`config.mk`:
```
export PLATFORM = sky130hd
export DESIGN_NAME = lift_call_scheduler_flat
export DESIGN_NICKNAME = d
export VERILOG_FILES = /design/src/rtl/lift_call_scheduler_if.sv /design/src/rtl/lift_call_scheduler.sv /design/src/flat_wrapper.sv
export SDC_FILE = /design/constraint.sdc
export NUM_CORES = 1
export LEC_CHECK = 0
export BUFFER_PORTS_ARGS = -buffer_cell sky130_fd_sc_hd__clkbuf_2
export CORE_MARGIN = 2
export CORE_UTILIZATION = 57
export DETAILED_ROUTE_END_ITERATION = 8
export PLACE_DENSITY_LB_ADDON = 0.25
export SETUP_SLACK_MARGIN = 0.3
export SLEW_MARGIN = 20
export SYNTH_ARGS = -nofsm -noshare
export SYNTH_HDL_FRONTEND = slang
export SYNTH_SLANG_ARGS = --single-unit
```
`constraint.sdc`:
```
create_clock -name clk -period 5.01 [get_ports clk]
set_input_delay 0.2505 -clock clk [delete_from_list [all_inputs] [get_ports clk]]
set_output_delay 0.2505 -clock clk [all_outputs]
set_load 0.01 [all_outputs]
```
`src/rtl/lift_call_scheduler_if.sv`:
```
// Signal bundle between the call scheduler, the button decoders and the lift motion FSM.
// master = scheduler side (offers targets), slave = buttons + lift FSM side.
interface lift_call_scheduler_if #(
  parameter int N_FLOORS = 8,
  parameter int FLOOR_W  = 3
) ();
  logic [N_FLOORS-1:0] call_req;
  logic [FLOOR_W-1:0]  cab_floor;
  logic                cab_arrive;
  logic                tgt_valid;
  logic [FLOOR_W-1:0]  tgt_floor;
  logic                tgt_ready;
  logic                dir_up;
  logic                door_open;
  logic [N_FLOORS-1:0] pending;
  logic                busy;

  modport master (
    input  call_req, cab_floor, cab_arrive, tgt_ready,
    output tgt_valid, tgt_floor, dir_up, door_open, pending, busy
  );

  modport slave (
    output call_req, cab_floor, cab_arrive, tgt_ready,
    input  tgt_valid, tgt_floor, dir_up, door_open, pending, busy
  );
endinterface

```
`src/rtl/lift_call_scheduler.sv`:
```
// SCAN-based lift call scheduler: latches floor calls, picks the next target in the
// committed direction, hands it to the lift FSM and runs the door dwell on arrival.
module lift_call_scheduler #(
  parameter int N_FLOORS    = 8,
  parameter int FLOOR_W     = 3,
  parameter int DOOR_CYCLES = 16
) (
  input logic                   clk,
  input logic                   rst,
  lift_call_scheduler_if.master bus
);
  localparam int CNT_W = (DOOR_CYCLES > 1) ? $clog2(DOOR_CYCLES) : 1;
  localparam logic [CNT_W-1:0] DOOR_LOAD = CNT_W'(DOOR_CYCLES - 1);

  typedef enum logic [2:0] {S_IDLE, S_SELECT, S_DISPATCH, S_MOVING, S_DOOR} state_t;

  state_t              state, state_n;
  logic [N_FLOORS-1:0] pending_q, pending_n;
  logic [N_FLOORS-1:0] cab_bit, clear_mask, call_mask;
  logic [FLOOR_W-1:0]  tgt_q, tgt_n;
  logic                dir_q, dir_n;
  logic [CNT_W-1:0]    cnt_q, cnt_n;
  logic                above, below, at_cab;
  logic [FLOOR_W-1:0]  up_floor, dn_floor;

  // Nearest pending floor strictly above / below the cabin; an out-of-range
  // cab_floor simply finds everything below and nothing at or above.
  // NOTE: every signal written in an always_comb gets a default first, so no path leaves it unassigned and no latch is inferred.
  always_comb begin : floor_scan
    cab_bit  = '0;
    above    = 1'b0;
    below    = 1'b0;
    up_floor = '0;
    dn_floor = '0;
    for (int i = N_FLOORS - 1; i >= 0; i--) begin
      if (pending_q[i] && i > int'(bus.cab_floor)) begin
        above    = 1'b1;
        up_floor = FLOOR_W'(i);
      end
    end
    for (int i = 0; i < N_FLOORS; i++) begin
      if (i == int'(bus.cab_floor)) cab_bit[i] = 1'b1;
      if (pending_q[i] && i < int'(bus.cab_floor)) begin
        below    = 1'b1;
        dn_floor = FLOOR_W'(i);
      end
    end
  end

  assign at_cab = |(pending_q & cab_bit);

  always_comb begin : fsm_next
    state_n    = state;
    tgt_n      = tgt_q;
    dir_n      = dir_q;
    cnt_n      = cnt_q;
    clear_mask = '0;
    call_mask  = '0;
    unique case (state)
      S_IDLE: if (|pending_q) state_n = S_SELECT;
      S_SELECT: begin
        if (at_cab) begin
          tgt_n      = bus.cab_floor;
          cnt_n      = DOOR_LOAD;
          clear_mask = cab_bit;
          state_n    = S_DOOR;
        end else if (!(|pending_q)) begin
          state_n = S_IDLE;
        end else begin
          state_n = S_DISPATCH;
          // Keep going the committed way while anything lies ahead, else reverse.
          if (dir_q ? above : !below) begin
            tgt_n = up_floor;
            dir_n = 1'b1;
          end else begin
            tgt_n = dn_floor;
            dir_n = 1'b0;
          end
        end
      end
      S_DISPATCH: if (bus.tgt_ready) state_n = S_MOVING;
      S_MOVING: begin
        if (bus.cab_arrive && bus.cab_floor == tgt_q) begin
          cnt_n      = DOOR_LOAD;
          clear_mask = cab_bit;
          state_n    = S_DOOR;
        end
      end
      S_DOOR: begin
        // A call for the open floor is absorbed and just holds the door longer.
        call_mask = cab_bit;
        if (|(bus.call_req & cab_bit)) cnt_n = DOOR_LOAD;
        else if (cnt_q == '0)          state_n = S_SELECT;
        else                           cnt_n = cnt_q - CNT_W'(1);
      end
      default: state_n = S_IDLE;
    endcase
    pending_n = (pending_q | (bus.call_req & ~call_mask)) & ~clear_mask;
  end

  // NOTE: state registers use non-blocking assignments so every flop samples pre-edge values regardless of statement order.
  always_ff @(posedge clk or posedge rst) begin
    if (rst) begin
      state     <= S_IDLE;
      pending_q <= '0;
      tgt_q     <= '0;
      dir_q     <= 1'b1;
      cnt_q     <= '0;
    end else begin
      state     <= state_n;
      pending_q <= pending_n;
      tgt_q     <= tgt_n;
      dir_q     <= dir_n;
      cnt_q     <= cnt_n;
    end
  end

  assign bus.tgt_valid = (state == S_DISPATCH);
  assign bus.tgt_floor = tgt_q;
  assign bus.dir_up    = dir_q;
  assign bus.door_open = (state == S_DOOR);
  assign bus.pending   = pending_q;
  assign bus.busy      = (state != S_IDLE);
endmodule

```
`src/flat_wrapper.sv`:
```
// flat-port wrapper written by rule: the top's interface ports become plain ports
module lift_call_scheduler_flat 
#(
  parameter int N_FLOORS    = 8,
  parameter int FLOOR_W     = 3,
  parameter int DOOR_CYCLES = 16
)
  (clk, rst, bus_call_req, bus_cab_floor, bus_cab_arrive, bus_tgt_ready, bus_tgt_valid, bus_tgt_floor, bus_dir_up, bus_door_open, bus_pending, bus_busy);
  lift_call_scheduler_if #(.N_FLOORS(N_FLOORS), .FLOOR_W(FLOOR_W)) bus_i ();
  input logic clk;
  input logic rst;
  input wire logic [$bits(bus_i.call_req)-1:0] bus_call_req;
  input wire logic [$bits(bus_i.cab_floor)-1:0] bus_cab_floor;
  input wire logic [$bits(bus_i.cab_arrive)-1:0] bus_cab_arrive;
  input wire logic [$bits(bus_i.tgt_ready)-1:0] bus_tgt_ready;
  output wire logic [$bits(bus_i.tgt_valid)-1:0] bus_tgt_valid;
  output wire logic [$bits(bus_i.tgt_floor)-1:0] bus_tgt_floor;
  output wire logic [$bits(bus_i.dir_up)-1:0] bus_dir_up;
  output wire logic [$bits(bus_i.door_open)-1:0] bus_door_open;
  output wire logic [$bits(bus_i.pending)-1:0] bus_pending;
  output wire logic [$bits(bus_i.busy)-1:0] bus_busy;
  assign bus_i.call_req = bus_call_req;
  assign bus_i.cab_floor = bus_cab_floor;
  assign bus_i.cab_arrive = bus_cab_arrive;
  assign bus_i.tgt_ready = bus_tgt_ready;
  assign bus_tgt_valid = bus_i.tgt_valid;
  assign bus_tgt_floor = bus_i.tgt_floor;
  assign bus_dir_up = bus_i.dir_up;
  assign bus_door_open = bus_i.door_open;
  assign bus_pending = bus_i.pending;
  assign bus_busy = bus_i.busy;
  lift_call_scheduler #(.N_FLOORS(N_FLOORS), .FLOOR_W(FLOOR_W), .DOOR_CYCLES(DOOR_CYCLES)) u_core (.clk(clk), .rst(rst), .bus(bus_i));
endmodule
```
==> impl_metrics.py <==
metrics = {
    "status": {
        "outcome": "finished, final reports clean",
    },
    "setup_path": {
        "critPathArrivalTime_ns": 2.40,
        "critical_path.startpoint_type": "register",
        "rrSetupSlack_ns": 2.83,
        "crit_fanout": 9,
        "r2r-start": "u_core.bus.pending[2]",
        "worstSetupEndpointType": "register",
        "r2r_cells": 6,
        "crit_path_top_delay_cell": "dfrtp_1",
        "crit_start": "u_core.bus.pending[2]",
        "cp_data_required_time_ns": 5.22,
        "cp_cell_sequence": "mux2_4 > or3_1 > and4_4 > o2111ai_4 > o21ai_4 > mux2_4",
        "crit_type": "register to register",
        "reg2reg_to": "u_core.cnt_q[0]",
        "critPathMaxStageDelay_ns": 0.50,
        "cp_common_cell": "mux2_4",
    },
    "floorplan": {
        "fp.dieW_um": 56.1,
        "die_area_um2": 3140,
        "row_count": 18,
        "die_h_um": 56.1,
        "ios": 30,
        "initial_core_util_pct": 61.3,
        "core_area_um2": 2520,
    },
    "synth": {
        "avgSynthCellArea_um2": 8.01,
        "yosys-top-cells-count": "26 x nor2_1, 18 x dfrtp_1, 16 x nand2_1",
        "synth-seq-area-share_pct": 30.9,
        "netlist.area_leader.share_pct": 29.1,
        "synth_area_leader_cell": "dfrtp_1",
        "synth_area_leaders": "dfrtp_1 29%, nor2_1 6.3%, o21ai_0 4.9%",
        "synth-warning-count": 0,
        "synth_xor_area_share_pct": 2.27,
        "yosys_register_bits": 19,
        "synth_edf_count": 0,
        "synth_cell_types": 46,
        "synth_nets": 209,
        "synth_top_family_by_area": "compound AO/OA/AOI/OAI gates",
        "synth_area_um2": 1550,
        "synthAdderAreaFrac_pct": 0.810,
        "ys.flop_type": "dfrtp_1",
        "muxShareOfSynthArea_pct": 8.91,
        "ys_async_sr_fraction_pct": 100,
        "synthSimpleGateAreaFrac_pct": 24.3,
        "synthCells": 193,
        "synth_most_common_cell": "nor2_1",
        "synth-compound-area-share_pct": 25.8,
    },
    "clocking": {
        "clockRootBuffer": "clkbuf_4",
        "clock_latency_ns": 0.31,
        "htree_num_levels": 1,
        "cts-hold-fix-buffers": 0,
        "cts_buffers": 3,
        "cts_setup_buffers": 0,
        "tritoncts": "yes",
        "cts_buffer_depth": 2,
        "cts_resized": 0,
        "clk_pin_slew_ns": 0.12,
        "cts_num_sinks": 19,
    },
    "timing": {
        "hold_violations": 0,
        "skew_ns": 0.00677,
        "hold_slack_ns": 0.0218,
        "fmax_mhz": 458,
        "rsz0062_at_grt": "no",
        "fin_crit_sh_pct": 43.6,
        "slew_viol_final": 0,
        "tightest_slew_ns": 0.739,
        "setup_violations": 0,
        "fin_setup_tns_ns": 0,
        "slew_headroom_pct": 50.7,
        "fin_crit_ns": 2.18,
    },
    "detailed_routing": {
        "vias_per_cell": 6.14,
        "vias": 1493,
        "drt_iter0_markers": 54,
        "dr.pass1.iters": 4,
        "routed_wl_mm": 3.79,
        "wl_per_cell_um": 15.6,
        "postRouteAntennaNets": 0,
        "drc_errors": 0,
    },
    "global_routing": {
        "grt_max_degree": 29,
        "grt_pass1_wl_mm": 6.33,
        "grt_pass1_vias": 1449,
        "antenna_found_initial": 0,
        "grt_usage_pct": 24.8,
        "grt-ovfl-total": 0,
    },
    "pwr": {
        "p_total_uw": 676,
        "leakage_nw": 0.737,
        "vdd_ir_drop_max_mv": 0.308,
        "power_per_cell_area_nw_per_um2": 400,
    },
    "finish": {
        "nets": 230,
        "syn2layout_area_growth_pct": 9.47,
        "final_cells": 243,
        "drive_above_1_share_pct": 21.1,
        "num_antenna_cells": 0,
    },
    "placement": {
        "hpwl_mm": 2.71,
        "portBuffers": 29,
        "gp_congestion": 0.865,
        "place_inst": 239,
    },
    "hold_path": {
        "hp-class": "primary input to asynchronous set/reset pin",
    },
    "job": {
        "max_cap_viol_count": 0,
    },
}
[metrics by stage]
step | util [%] | area (µm²) | setup slack (ns)
4_1_cts | 67.1 | 1690 | 2.86
3_5_place_dp | 66.0 | 1660 | 2.64
6_report | 67.1 | 1690 | 2.83
2_1_floorplan | - | 1550 | 2.98
3_3_place_gp | 66.0 | 1660 | 2.68
5_1_grt | 67.1 | 1690 | 2.73
[cell families (layout without fill, tap and decap cells)]
kind of cell	Yosys count	after routing
AND/OR/NAND/NOR	75	75
flip-flops	19	19
AO/OA/AOI/OAI	57	57
multiplexers	12	12
buffers and inverters	25	45
XOR/XNOR	4	4
adder cells (fa/ha/maj)	1	1
[state kept, by name, summed over array words and instances (netlist names)]
name,flops
u_core.bus.dir_up,1
u_core.bus.pending,8
u_core.bus.tgt_floor,3
u_core.cnt_q,4
u_core.state,3
[power by group]
group          switching (mW)  internal [mW]
Combinational           0.177          0.156
Clock                  0.0531         0.0299
Sequential             0.0673          0.193
[worst max-delay path: cells and delay by family, from the launching register on]
family	cells	cell delay, ns
simple gates	2	0.53
mux	2	0.61
flops	1	0.50
compound gates	2	0.44
[per-layer routing]
metal  up-vias  routed length (µm)  part of all wire, %  GRT usage, %
li1        739                   -                    -             -
met1       692                1680                   44          32.6
met4         0                  36                 0.95          8.84
met3         5                 246                  6.5          3.49
met2        57                1820                   48          41.3
met5         -                   0                    0             0
[final cells by class]
class / instances / area (µm²)
Multi-Input combinational cell: 149 / 960
Fill cell: 228 / 831
Tap cell: 30 / 37.5
Inverter: 12 / 45.0
Timing Repair Buffer: 29 / 145
Clock inverter: 1 / 5.00
Sequential cell: 19 / 477
Clock buffer: 3 / 22.5
[placed cells by master (no fill, tap or decap), types with 3 or more instances in the layout]
cell	instances
inv_1	12
xnor2_1	4
mux2i_1	7
o21ai_0	15
nor3b_1	4
nand3_1	5
a32oi_1	3
o22ai_1	7
nor2_1	26
a31oi_1	5
nand2b_1	3
dfrtp_1	18
clkbuf_2	29
clkbuf_4	3
a21oi_1	12
mux2_4	3
nor2b_1	3
nand2_1	16
or3_1	3
and2_1	3
[worst max path at each step]
stage / end / depth (start not counted)
2_1_floorplan: u_core.cnt_q[0] / 6
3_3_place_gp: u_core.cnt_q[0] / 7
3_5_place_dp: u_core.cnt_q[1] / 7
4_1_cts: u_core.cnt_q[1] / 6
5_1_grt: u_core.cnt_q[1] / 6
6_report: u_core.cnt_q[0] / 6
No activity file was read; power rests on OpenSTA's default activity.
